**src/rtl/cs4344_i2s_tx_if.sv**
```systemverilog
// Sample handshake between a PCM source and the CS4344 I2S transmitter.
interface cs4344_i2s_tx_if #(
  parameter int unsigned DATA_WIDTH = 16
) ();

  logic [DATA_WIDTH-1:0] sample_left;
  logic [DATA_WIDTH-1:0] sample_right;
  logic                  sample_valid;
  logic                  sample_ready;

  modport master (
    output sample_left,
    output sample_right,
    output sample_valid,
    input  sample_ready
  );

  modport slave (
    input  sample_left,
    input  sample_right,
    input  sample_valid,
    output sample_ready
  );

endinterface

```
**src/rtl/cs4344_i2s_tx.sv**
```systemverilog
// I2S transmitter for the CS4344 DAC: derives MCLK/SCLK/LRCK from one frame
// counter, double-buffers stereo pairs and serialises them MSB first with the
// usual one-SCLK delay after each LRCK edge.
module cs4344_i2s_tx #(
  parameter int unsigned DATA_WIDTH = 16,
  parameter int unsigned MCLK_DIV   = 4,
  parameter int unsigned MCLK_RATIO = 512
) (
  input  logic           Clk,
  input  logic           Rst,
  input  logic           enable,
  cs4344_i2s_tx_if.slave smp,
  output logic           underrun,
  output logic           MCLK,
  output logic           SCLK,
  output logic           LRCK,
  output logic           SDIN
);

  localparam int unsigned DW    = DATA_WIDTH;
  localparam int unsigned FRAME = MCLK_DIV * MCLK_RATIO;
  localparam int unsigned CW    = $clog2(FRAME);
  localparam int unsigned MB    = $clog2(MCLK_DIV) - 1;
  localparam int unsigned SB    = $clog2(FRAME / 64) - 1;

  logic [CW-1:0] cnt_q, cnt_d;
  logic [DW-1:0] hold_l_q, hold_l_d;
  logic [DW-1:0] hold_r_q, hold_r_d;
  logic [DW-1:0] act_l_q, act_l_d;
  logic [DW-1:0] act_r_q, act_r_d;
  logic          hold_full_q, hold_full_d;
  logic          underrun_q, underrun_d;
  logic          mclk_q, mclk_d;
  logic          sclk_q, sclk_d;
  logic          lrck_q, lrck_d;
  logic          sdin_q, sdin_d;

  logic          load_c;
  logic          accept_c;
  logic [4:0]    slot_c;
  logic [DW-1:0] word_c;
  logic [DW-1:0] word_sh_c;

  // A frame load happens on the edge that leaves cnt = 0, so the new pair is
  // in place from slot 0 onward and underrun lines up with the LRCK fall.
  assign load_c   = enable & (cnt_q == '0);
  assign accept_c = smp.sample_valid & ~hold_full_q;

  assign smp.sample_ready = ~hold_full_q;
  assign underrun         = underrun_q;
  assign MCLK             = mclk_q;
  assign SCLK             = sclk_q;
  assign LRCK             = lrck_q;
  assign SDIN             = sdin_q;

  // Frame counter and the three DAC clocks, all one register behind cnt.
  always_comb begin
    cnt_d  = '0;
    mclk_d = 1'b0;
    sclk_d = 1'b0;
    lrck_d = 1'b0;
    if (enable) begin
      cnt_d  = cnt_q + CW'(1);
      mclk_d = cnt_q[MB];
      sclk_d = cnt_q[SB];
      lrck_d = cnt_q[CW-1];
    end
  end

  // Holding register and active pair; active only changes at frame start.
  always_comb begin
    hold_l_d    = hold_l_q;
    hold_r_d    = hold_r_q;
    hold_full_d = hold_full_q;
    act_l_d     = act_l_q;
    act_r_d     = act_r_q;
    underrun_d  = 1'b0;
    if (!enable) begin
      act_l_d = '0;
      act_r_d = '0;
    end else if (load_c) begin
      if (hold_full_q) begin
        act_l_d     = hold_l_q;
        act_r_d     = hold_r_q;
        hold_full_d = 1'b0;
      end else begin
        act_l_d    = '0;
        act_r_d    = '0;
        underrun_d = 1'b1;
      end
    end
    if (accept_c) begin
      hold_l_d    = smp.sample_left;
      hold_r_d    = smp.sample_right;
      hold_full_d = 1'b1;
    end
  end

  // Serial data: slot s in 1..DW carries bit DW-s of the current channel.
  always_comb begin
    slot_c    = cnt_q[CW-2:SB+1];
    word_c    = cnt_q[CW-1] ? act_r_q : act_l_q;
    word_sh_c = word_c >> (DW - 32'(slot_c));
    sdin_d    = 1'b0;
    if (enable && (slot_c != 5'd0) && (32'(slot_c) <= DW)) begin
      sdin_d = word_sh_c[0];
    end
  end

  // State and output registers.
  always_ff @(posedge Clk or posedge Rst) begin
    if (Rst) begin
      cnt_q       <= '0;
      hold_l_q    <= '0;
      hold_r_q    <= '0;
      hold_full_q <= 1'b0;
      act_l_q     <= '0;
      act_r_q     <= '0;
      underrun_q  <= 1'b0;
      mclk_q      <= 1'b0;
      sclk_q      <= 1'b0;
      lrck_q      <= 1'b0;
      sdin_q      <= 1'b0;
    end else begin
      cnt_q       <= cnt_d;
      hold_l_q    <= hold_l_d;
      hold_r_q    <= hold_r_d;
      hold_full_q <= hold_full_d;
      act_l_q     <= act_l_d;
      act_r_q     <= act_r_d;
      underrun_q  <= underrun_d;
      mclk_q      <= mclk_d;
      sclk_q      <= sclk_d;
      lrck_q      <= lrck_d;
      sdin_q      <= sdin_d;
    end
  end

endmodule

```
**src/flat_wrapper.sv**
```systemverilog
// flat-port wrapper written by rule: the top's interface ports become plain ports
module cs4344_i2s_tx_flat 
#(
  parameter int unsigned DATA_WIDTH = 16,
  parameter int unsigned MCLK_DIV   = 4,
  parameter int unsigned MCLK_RATIO = 512
)
  (Clk, Rst, enable, underrun, MCLK, SCLK, LRCK, SDIN, smp_sample_left, smp_sample_right, smp_sample_valid, smp_sample_ready);
  cs4344_i2s_tx_if #(.DATA_WIDTH(DATA_WIDTH)) smp_i ();
  input  logic Clk;
  input  logic Rst;
  input  logic enable;
  output logic underrun;
  output logic MCLK;
  output logic SCLK;
  output logic LRCK;
  output logic SDIN;
  input wire logic [$bits(smp_i.sample_left)-1:0] smp_sample_left;
  input wire logic [$bits(smp_i.sample_right)-1:0] smp_sample_right;
  input wire logic [$bits(smp_i.sample_valid)-1:0] smp_sample_valid;
  output wire logic [$bits(smp_i.sample_ready)-1:0] smp_sample_ready;
  assign smp_i.sample_left = smp_sample_left;
  assign smp_i.sample_right = smp_sample_right;
  assign smp_i.sample_valid = smp_sample_valid;
  assign smp_sample_ready = smp_i.sample_ready;
  cs4344_i2s_tx #(.DATA_WIDTH(DATA_WIDTH), .MCLK_DIV(MCLK_DIV), .MCLK_RATIO(MCLK_RATIO)) u_core (.Clk(Clk), .Rst(Rst), .enable(enable), .smp(smp_i), .underrun(underrun), .MCLK(MCLK), .SCLK(SCLK), .LRCK(LRCK), .SDIN(SDIN));
endmodule
```
**config.mk**
```make
export PLATFORM = sky130hd
export DESIGN_NAME = cs4344_i2s_tx_flat
export DESIGN_NICKNAME = d
export VERILOG_FILES = /design/src/rtl/cs4344_i2s_tx_if.sv /design/src/rtl/cs4344_i2s_tx.sv /design/src/flat_wrapper.sv
export SDC_FILE = /design/constraint.sdc
export NUM_CORES = 1
export LEC_CHECK = 0
export BUFFER_PORTS_ARGS = -buffer_cell sky130_fd_sc_hd__buf_4
export CAP_MARGIN = 20
export CORE_MARGIN = 1
export CORE_UTILIZATION = 25
export DETAILED_ROUTE_END_ITERATION = 10
export GPL_TIMING_DRIVEN = 0
export PLACE_DENSITY = 0.51
export RECOVER_POWER = 25
export SLEW_MARGIN = 20
export SYNTH_ARGS = -nofsm -noshare
export SYNTH_HDL_FRONTEND = slang
export SYNTH_SLANG_ARGS = --single-unit
```
**constraint.sdc**
```tcl
create_clock -name Clk -period 2.8 [get_ports Clk]
set_clock_uncertainty 0.05 [all_clocks]
set_input_delay 0.28 -clock Clk [delete_from_list [all_inputs] [get_ports Clk]]
set_output_delay 0.28 -clock Clk [all_outputs]
set_load 0.005 [all_outputs]
```
==> results by group, run 1 <==
STA
  • Final setup vio count: 0
  • RSZ-0062 raised after global routing: false
  • Relative slew slack: 0.240
  • Period Utilization, post-route: 0.843
  • F_max: 0.424 GHz
  • Period minus WS final: 2.36 ns
  • Slew Limit Fails: 0
  • Worst hold slack: 0.127 ns
  • Final hold violations: 0
  • Sum Neg Setup Slack: 0 ns
  • Worst Tran Pin Value: 1.13 ns

Worst setup path
  • CP endpoint kind: register
  • Family with the most delay on the worst path: flip-flops
  • Critical Path Max Stage Delay: 0.52 ns
  • CP Launch Type: register
  • CP bufs+invs: 2
  • Worst Path Arrival: 2.52 ns
  • CP Max Fanout: 10
  • Crit path kind: reg2reg
  • Critical Path RT: 2.96 ns
  • CP cell instances: buf_2, inv_1, ha_1, xor2_1, mux2i_1, o2111ai_1, and4b_1
  • CP max-delay cell: dfrtp_1

Clocking
  • Clock Latency Late Sink: 0.33 ns
  • CTS buffer count: 9
  • H-tree levels: 3
  • CTS tree: done
  • Clock sink total: 81
  • Reg clk slew, reported paths: 0.06 ns
  • Clk buf depth: 2
  • Clock root buffer: clkbuf_16
  • Resize count post-CTS: 0

Synth
  • Yosys top cell by area: dfrtp_1
  • Syn nets: 289
  • Top-area cell type share of the netlist area: 0.588
  • Most frequent cells after synthesis: dfrtp_1 (81), a22o_1 (32), mux2_2 (32)
  • Ys Warns: 0
  • Synth Register Bits: 81
  • EDFF count, synth: 0
  • Syn Std Cell Area: 0.00345 sq mm
  • Largest cells by area after synthesis: dfrtp_1 (59%), mux2_2 (10%), a22o_1 (8.1%)
  • Ys flop type: dfrtp_1
  • Async S/R FF share, synth: 1.00
  • Sequential area share after synthesis: 0.588
  • Post-synth cell types: 36
  • Syn Area/Cell: 14.0 sq um
  • Most numerous cell in the Yosys netlist: dfrtp_1
  • Post-Syn Instances: 247

Global route
  • Antenna violations before repair: 0
  • Tot GR Track Use: 0.114
  • First-pass GRT wire length: 12.2 mm
  • Largest net degree at the start of global routing: 58
  • Number of global-route vias before repair: 2273
  • Grt ovf: 0

Cells and area
  • Inserted Diodes: 0
  • Nets: 343
  • # fillers: 1379
  • Area growth syn-to-layout: 25.5%
  • Share of layout cells above drive strength 1: 0.331

Place
  • IO buf count: 41
  • Final Wtd Congestion: 0.791
  • Post-DP HPWL: 5.23 mm

Job
  • Max capacitance violation total: 0

Pwr
  • Tot Pwr: 3670 uW
  • Worst vdd ir: 0.431 mV
  • Power per Cell Area: 848 mW/mm^2
  • Leak: 0.00192 uW

Drt
  • DRC Markers: 0
  • ANT nets after route: 0
  • Vias: 2127
  • Routed length per instance: 15.1 microns
  • 1st-pass router iterations: 4
  • Vias/cell: 4.42
  • DR iter-0 viols: 80
  • DRT Wirelength: 7.27 mm

Status
  • Status: completed

Die
  • Die H: 119 microns
  • Chip width: 119 microns
  • Cell Rows: 42
  • Initial Util: 0.258
  • Total die area: 0.0143 sq mm
  • Placeable Area: 0.0133 sq mm
  • # IOs: 42

Min path
  • Worst hold path class: in2reg
cell type report:
type / instances / area, sq um / share of cell area
plain buffers: 14 / 58.8 / 0.0136
clock buffers: 10 / 239 / 0.0553
clock inverters: 5 / 104 / 0.0240
inverters: 10 / 38.8 / 0.00897
multi-input cells: 142 / 1320 / 0.304
flip-flops and latches: 81 / 2030 / 0.469
well taps: 176 / 220 / 0.0509
repair buffers: 43 / 322 / 0.0744
where the power goes:
group / switching, uW / internal (uW) / total, uW
combinational: 241 / 373 / 614
clock: 450 / 890 / 1340
sequential: 199 / 1510 / 1710
what timing repair did:
action	4_1_cts	5_1_grt
setup buffers	0	0
hold buffers	1	0
endpoints found under the hold margin	24	0
final timing paths:
kind,from,end,slack [ns],depth (start not counted)
worst max-delay path,u_core.cnt_q[5],u_core.SDIN,0.44,7
worst min-delay path,smp_sample_right[1],u_core.hold_r_q[1],0.13,2
worst max register to register,u_core.cnt_q[5],u_core.SDIN,0.44,7
worst min register to register,u_core.hold_r_q[6],u_core.act_r_q[6],0.44,1
max in group asynchronous,Rst,u_core.act_r_q[2],0.66,4
min in group asynchronous,Rst,u_core.MCLK,0.68,3
state kept, by name, summed over array words and instances, names as in the netlist:
name and flops:
u_core.act_l_q 16, u_core.act_r_q 16, u_core.hold_l_q 16, u_core.hold_r_q 16, u_core.cnt_q 11, u_core.LRCK 1
u_core.MCLK 1, u_core.SCLK 1, u_core.SDIN 1, u_core.hold_full_q 1, u_core.underrun 1
per-stage QoR:
| step | setup slack [ns] | cells | util | area, sq um |
|---|---|---|---|---|
| finish | 0.439 | 481 | 0.324 | 4320 |
| global route | 0.263 | 481 | 0.324 | 4320 |
| floorplan | 0.390 | 247 | - | 3450 |
| global placement | -0.624 | 464 | 0.298 | 3970 |
| detailed placement | 0.490 | 465 | 0.300 | 4000 |
| CTS | 0.465 | 481 | 0.326 | 4360 |
cell usage in the layout, fill, tap and decap left out, types with 2 or more instances in the layout:
cell and n:
mux4_1 4, clkbuf_1 10, a22o_1 32, and2_1 2, or3_1 2, clkbuf_16 9
nor3_1 2, dfrtp_1 81, mux4_2 4, and2_0 2, xor2_1 3, a21oi_1 2
bufinv_16 3, o21ai_0 3, buf_2 5, nand3_1 4, xnor2_1 5, nand2_1 8
nor4_1 3, mux2_2 32, nor2_1 11, ha_1 6, nor2b_1 3, buf_4 35
clkbuf_4 6, inv_1 9
kinds of logic after synthesis:
group                    synth area share
buffers and inverters              0.0301
XOR/XNOR                           0.0203
multiplexers                        0.164
AND/OR/NAND/NOR                    0.0712
flip-flops                          0.588
AO/OA/AOI/OAI                       0.104
adder cells (fa/ha/maj)            0.0218
routing by layer:
metal  GRT usage  vias up  share of wire
met5           0        -              0
met4      0.0375        0          0.012
met3      0.0369        8          0.035
met2       0.172       39           0.46
met1       0.154     1070           0.49
li1            -     1010              -
(Power assumes the default switching activity.)
==> inputs of run 2 (changes only) <==
Clock period 2.8 ns to 2.23 ns, I/O delays scaled along.
==> results by group, run 2 (synthesis results as in run 1) <==
Drt
  • DRT Wirelength: 7.24 mm (-0.41%)
  • Metal2 WL: 3.35 mm (-0.80%)
  • Vias/cell: 4.43 (+0.15%)
  • ANT nets after route: 0 (unchanged)
  • Routed length per instance: 15.0 microns (-0.83%)
  • Max layer used: met4
  • Met3 WL: 287 microns (+13%)
  • 1st-pass router iterations: 4 (unchanged)
  • DR iter-0 viols: 84 (+5.0%)
  • DRC Markers: 0 (unchanged)
  • Vias: 2139 (+0.56%)
  • WL met1: 3.49 mm (-1.6%)

Place
  • Placed Cells incl. Taps: 466 (+0.22%)
  • Final Wtd Congestion: 0.799 (+0.91%)
  • IO buf count: 41 (unchanged)
  • Setup WS pre-CTS: -0.0804 ns (-0.571 ns)
  • Placed Area: 0.00402 sq mm (+0.34%)
  • Post-DP HPWL: 5.34 mm (+2.1%)

Cells and area
  • Nets: 344 (+0.29%)
  • Inserted Diodes: 0 (unchanged)
  • FF+latch area: 0.00203 sq mm (about the same)
  • Area growth syn-to-layout: 26.1%
  • Multi-input gate area: 0.00134 sq mm (+1.6%)
  • Share of layout cells above drive strength 1: 0.349 (+0.0174)
  • Commonest non-fill, non-tap cell in the layout: dfrtp_1
  • Most frequent cells in the layout: dfrtp_1 (80), buf_4 (40), a22o_1 (32), mux2_2 (32), nor2_1 (11)
  • Final instance area: 0.00434 sq mm (+0.46%)
  • # fillers: 1352 (-2.0%)
  • Final std cells w/o fill: 483 (+0.42%)

Die
  • # IOs: 42 (unchanged)
  • Placeable Area: 0.0133 sq mm (unchanged)
  • Chip width: 119 microns (unchanged)
  • Initial Util: 0.258 (unchanged)
  • Cell Rows: 42 (unchanged)
  • Die H: 119 microns (unchanged)
  • Total die area: 0.0143 sq mm (unchanged)

Worst setup path
  • CP max-delay cell: dfrtp_2
  • Worst r2r src: u_core.cnt_q[5]
  • CP Max Fanout: 10 (unchanged)
  • Critical Path Max Stage Delay: 0.47 ns (-0.05 ns)
  • CP bufs+invs: 2 (unchanged)
  • Critical Path RT: 2.44 ns (-0.52 ns)
  • Worst R2R Setup Slack: 0.11 ns (-0.33 ns)
  • Worst reg2reg path depth: 8 (+1)
  • RR Endpoint: u_core.SDIN
  • Family with the most delay on the worst path: simple AND/OR/NAND/NOR gates
  • CP endpoint kind: register
  • Worst Path Arrival: 2.33 ns (-0.19 ns)
  • CP cell instances: buf_4, inv_1, ha_2, nor3b_4, ha_1, o21ai_0, a211oi_1, and4b_1
  • CP Launch Type: register
  • Crit path kind: reg2reg

STA
  • Final setup vio count: 0 (unchanged)
  • RSZ-0062 raised after global routing: false
  • Relative slew slack: 0.443 (+0.203)
  • Period Utilization, post-route: 0.952 (+0.109)
  • Final worst slack: 0.107 ns (-0.332 ns)
  • Slew Limit Fails: 0 (unchanged)
  • Sum Neg Setup Slack: 0 ns (unchanged)
  • Final hold violations: 0 (unchanged)
  • Period minus WS final: 2.12 ns (-0.238 ns)
  • Worst Tran Pin Value: 0.831 ns (-0.302 ns)
  • F_max: 0.471 GHz (+11%)

Clocking
  • Post-CTS Setup Repair Bufs: 0 (unchanged)
  • Clock Latency Late Sink: 0.34 ns (about the same)
  • CTS tree: done
  • H-tree levels: 3 (unchanged)
  • Clk buf depth: 2 (unchanged)
  • CTS buffer count: 9 (unchanged)
  • Reg clk slew, reported paths: 0.06 ns (about the same)
  • Clock sink total: 81 (unchanged)
  • Clock root buffer: clkbuf_16

Min path
  • Min-delay src: smp_sample_left[15]
  • Hold Crit Depth: 2 (unchanged)
  • WHS Endpoint: u_core.hold_l_q[15]
  • Worst hold path class: in2reg

Global route
  • Number of global-route vias before repair: 2234 (-1.7%)
  • Tot GR Track Use: 0.114 (-0.000320)
  • Grt ovf: 0 (unchanged)
  • Antenna violations before repair: 0 (unchanged)
  • First-pass GRT wire length: 12.2 mm (-0.74%)
  • Largest net degree at the start of global routing: 35 (-40%)

Status
  • Status: completed

Pwr
  • Leak: 0.00193 uW (+0.21%)
  • Power per Cell Area: 1010 mW/mm^2 (+19%)
  • Worst vdd ir: 0.549 mV (+27%)

Job
  • Max capacitance violation total: 0 (unchanged)
## run 2: worst max path at each step
stage | startpoint | cells past startpoint | to
3_3_place_gp | u_core.cnt_q[5] | 7 | u_core.SDIN
5_1_grt | u_core.cnt_q[1] | 6 | u_core.act_r_q[11]
6_report | u_core.cnt_q[5] | 8 | u_core.SDIN
3_5_place_dp | u_core.cnt_q[5] | 7 | u_core.SDIN
4_1_cts | u_core.cnt_q[5] | 8 | u_core.SDIN
2_1_floorplan | u_core.cnt_q[5] | 7 | u_core.SDIN
## run 2: power by group
part	switching, uW	internal, uW	leakage (uW)	total (uW)
logic	303	476	0.000748	779
clock network	590	877	0.000141	1470
registers	245	1900	0.00104	2140
## run 2: what timing repair did
action,CTS,global route
hold endpoints to repair,16,0
hold buffers,1,0
resized for setup,3,5
endpoints found under the setup margin,1,12
## run 2: metrics by stage
step                total power [uW]   util  hold WS [ns]
floorplan                       2680      -         0.302
global placement                2940  0.298         0.407
detailed placement              2980  0.301         0.202
CTS                             4460  0.325        0.0532
global route                    4650  0.325        0.0515
finish                          4390  0.325        0.0646
## run 2: layer usage
| metal | vias to the layer above | global-route usage |
|---|---|---|
| met1 | 1074 | 0.154 |
| met4 | 0 | 0.0422 |
| met5 | - | 0 |
| met3 | 9 | 0.0340 |
| met2 | 41 | 0.170 |
| li1 | 1015 | - |
## run 2: final cells by class
class / count / area share
clock buffer: 11 / 0.0536
buffer: 14 / 0.0161
multi-input combinational: 142 / 0.308
inverter: 10 / 0.00893
timing repair buffer: 44 / 0.0815
tap: 176 / 0.0507
clock inverter: 5 / 0.0147
sequential: 81 / 0.467
==> inputs of run 3 (changes only) <==
Settings changed: CORE_UTILIZATION 25 to 31, PLACE_DENSITY 0.51 to 0.58.
==> results by group, run 3 (synthesis results as in run 1) <==
Place
  • Final Wtd Congestion: 0.766 (-4.1%)
  • IO buf count: 41 (unchanged)
  • Setup WS pre-CTS: -0.137 ns (-0.0568 ns)
  • Post-DP HPWL: 5.02 mm (-6.0%)

Status
  • Status: completed

Pwr
  • Sequential power share: 0.547 (+0.059)
  • Power per Cell Area: 933 mW/mm^2 (-7.7%)
  • Tot Pwr: 3920 uW (-11%)
  • P_int: 2790 uW (-14%)
  • Switch Pwr: 1120 uW (-1.3%)
  • Clk pwr share: 0.256 (-0.078)
  • Sw Share: 0.287 (+0.0278)
  • Leak: 0.00188 uW (-2.4%)
  • Logic gate share of total power: 0.197 (+0.020)
  • Worst vdd ir: 0.457 mV (-17%)

Drt
  • DRC Markers: 0 (unchanged)
  • DR iter-0 viols: 61 (-27%)
  • Routed length per instance: 15.3 microns (+2.2%)
  • ANT nets after route: 0 (unchanged)
  • DRT Wirelength: 6.91 mm (-4.5%)
  • Vias: 2177 (+1.8%)
  • Vias/cell: 4.83 (+9.0%)
  • 1st-pass router iterations: 4 (unchanged)

STA
  • Sum Neg Setup Slack: 0 ns (unchanged)
  • Worst Tran Pin Value: 1.14 ns (+0.310 ns)
  • F_max: 0.482 GHz (+2.4%)
  • Period minus WS final: 2.07 ns (-0.0496 ns)
  • RSZ-0062 raised after global routing: false
  • Slew Limit Fails: 0 (unchanged)
  • Period Utilization, post-route: 0.930 (-0.0223)
  • Final setup vio count: 0 (unchanged)
  • Relative slew slack: 0.235 (-0.208)
  • Final hold violations: 0 (unchanged)
  • Final worst slack: 0.157 ns (+0.0496 ns)
  • Worst hold slack: 0.0441 ns (-0.0205 ns)

Die
  • Total die area: 0.0115 sq mm (-19%)
  • Chip width: 107 microns (-10%)
  • Cell Rows: 38 (-9.5%)
  • Initial Util: 0.318 (+0.0597)
  • Die H: 107 microns (-10%)
  • Placeable Area: 0.0108 sq mm (-19%)
  • # IOs: 42 (unchanged)

Cells and area
  • Most frequent cells in the layout: dfrtp_1 (80), buf_4 (42), a22o_1 (32), mux2_2 (32), nor2_1 (11)
  • Inserted Diodes: 0 (unchanged)
  • Commonest non-fill, non-tap cell in the layout: dfrtp_1
  • # fillers: 1092 (-19%)
  • Area growth syn-to-layout: 21.8%
  • Final Core Density: 0.387 (+0.0615)
  • Share of layout cells above drive strength 1: 0.357 (+0.00838)
  • Nets: 348 (+1.2%)

Worst setup path
  • Crit path kind: reg2reg
  • CP Max Fanout: 10 (unchanged)
  • CP Launch Type: register
  • CP cell instances: buf_4, inv_1, ha_1, inv_1, or3b_1, o2111ai_1, and4b_1
  • CP endpoint kind: register
  • CP bufs+invs: 3 (+1)
  • Family with the most delay on the worst path: simple AND/OR/NAND/NOR gates
  • CP most frequent cell: inv_1
  • Critical Path RT: 2.45 ns (about the same)
  • CP max-delay cell: dfrtp_2
  • Critical Path Max Stage Delay: 0.42 ns (-0.05 ns)
  • Worst Path Arrival: 2.30 ns (-0.03 ns)

Clocking
  • CTS buffer count: 9 (unchanged)
  • Reg clk slew, reported paths: 0.09 ns (+0.03 ns)
  • Clock sink total: 81 (unchanged)
  • Clock root buffer: clkbuf_8
  • CTS tree: done
  • Clk buf depth: 2 (unchanged)
  • Clock Latency Late Sink: 0.35 ns (about the same)
  • H-tree levels: 3 (unchanged)

Global route
  • First-pass GRT wire length: 12.1 mm (-0.79%)
  • Tot GR Track Use: 0.140 (+0.0261)
  • Number of global-route vias before repair: 2253 (+0.85%)
  • Antenna violations before repair: 0 (unchanged)
  • Largest net degree at the start of global routing: 31 (-11%)
  • Grt ovf: 0 (unchanged)

Min path
  • Worst hold path class: in2reg

Job
  • Max capacitance violation total: 0 (unchanged)
[run 3: cell types whose count changed in the layout (fill, tap and decap cells not counted), sizes merged]
cell	before	now
clkinv	1	0
clkinvlp	2	4
inv	11	13
buf	47	48
dlygate4sd3	1	2
bufinv	1	0
[run 3: power by group through the flow]
| stage | combinational (uW) | sequential (uW) | clock (uW) |
|---|---|---|---|
| 2_1_floorplan | 601 | 2080 | 0 |
| 3_3_place_gp | 757 | 2170 | 0 |
| 3_5_place_dp | 790 | 2180 | 0 |
| 4_1_cts | 794 | 2150 | 1040 |
| 5_1_grt | 857 | 2200 | 1120 |
| 6_report | 771 | 2140 | 1000 |
[run 3: layout make-up]
class                   count  area, sq um  area share
flip-flops and latches     81         2030       0.483
multi-input cells         142         1330       0.316
repair buffers             48          372      0.0886
well taps                 140          175      0.0418
clock buffers               9          124      0.0295
plain buffers              14         70.1      0.0167
clock inverters             7         60.1      0.0143
inverters                  10         38.8     0.00925
[run 3: routing by layer]
metal | track usage | up-vias | wire length (microns)
met4 | 0.0411 | 0 | 38
met5 | 0 | - | 0
met2 | 0.209 | 35 | 3260
met3 | 0.0460 | 4 | 235
met1 | 0.192 | 1116 | 3380
li1 | - | 1022 | -
[run 3: repair_timing]
action	CTS	global route
hold endpoints to repair	23	1
buffers inserted	0	3
gates resized for setup	4	2
hold buffers	1	1
setup endpoints to repair	1	11
[run 3: final timing paths]
check	start	endpoint	slack (ns)	cells after the start
worst max-delay path	u_core.cnt_q[5]	u_core.SDIN	0.16	7
worst min-delay path	smp_sample_left[13]	u_core.hold_l_q[13]	0.04	2
worst max register to register	u_core.cnt_q[5]	u_core.SDIN	0.16	7
worst min register to register	u_core.hold_full_q	u_core.underrun	0.44	1
max in group asynchronous	Rst	u_core.hold_l_q[2]	0.36	4
min in group asynchronous	Rst	u_core.hold_r_q[7]	0.59	3
[run 3: through the flow]
step           cells  cell area, sq um
2_1_floorplan    247              3450
3_3_place_gp     428              3930
3_5_place_dp     430              3970
4_1_cts          447              4180
5_1_grt          451              4200
6_report         451              4200
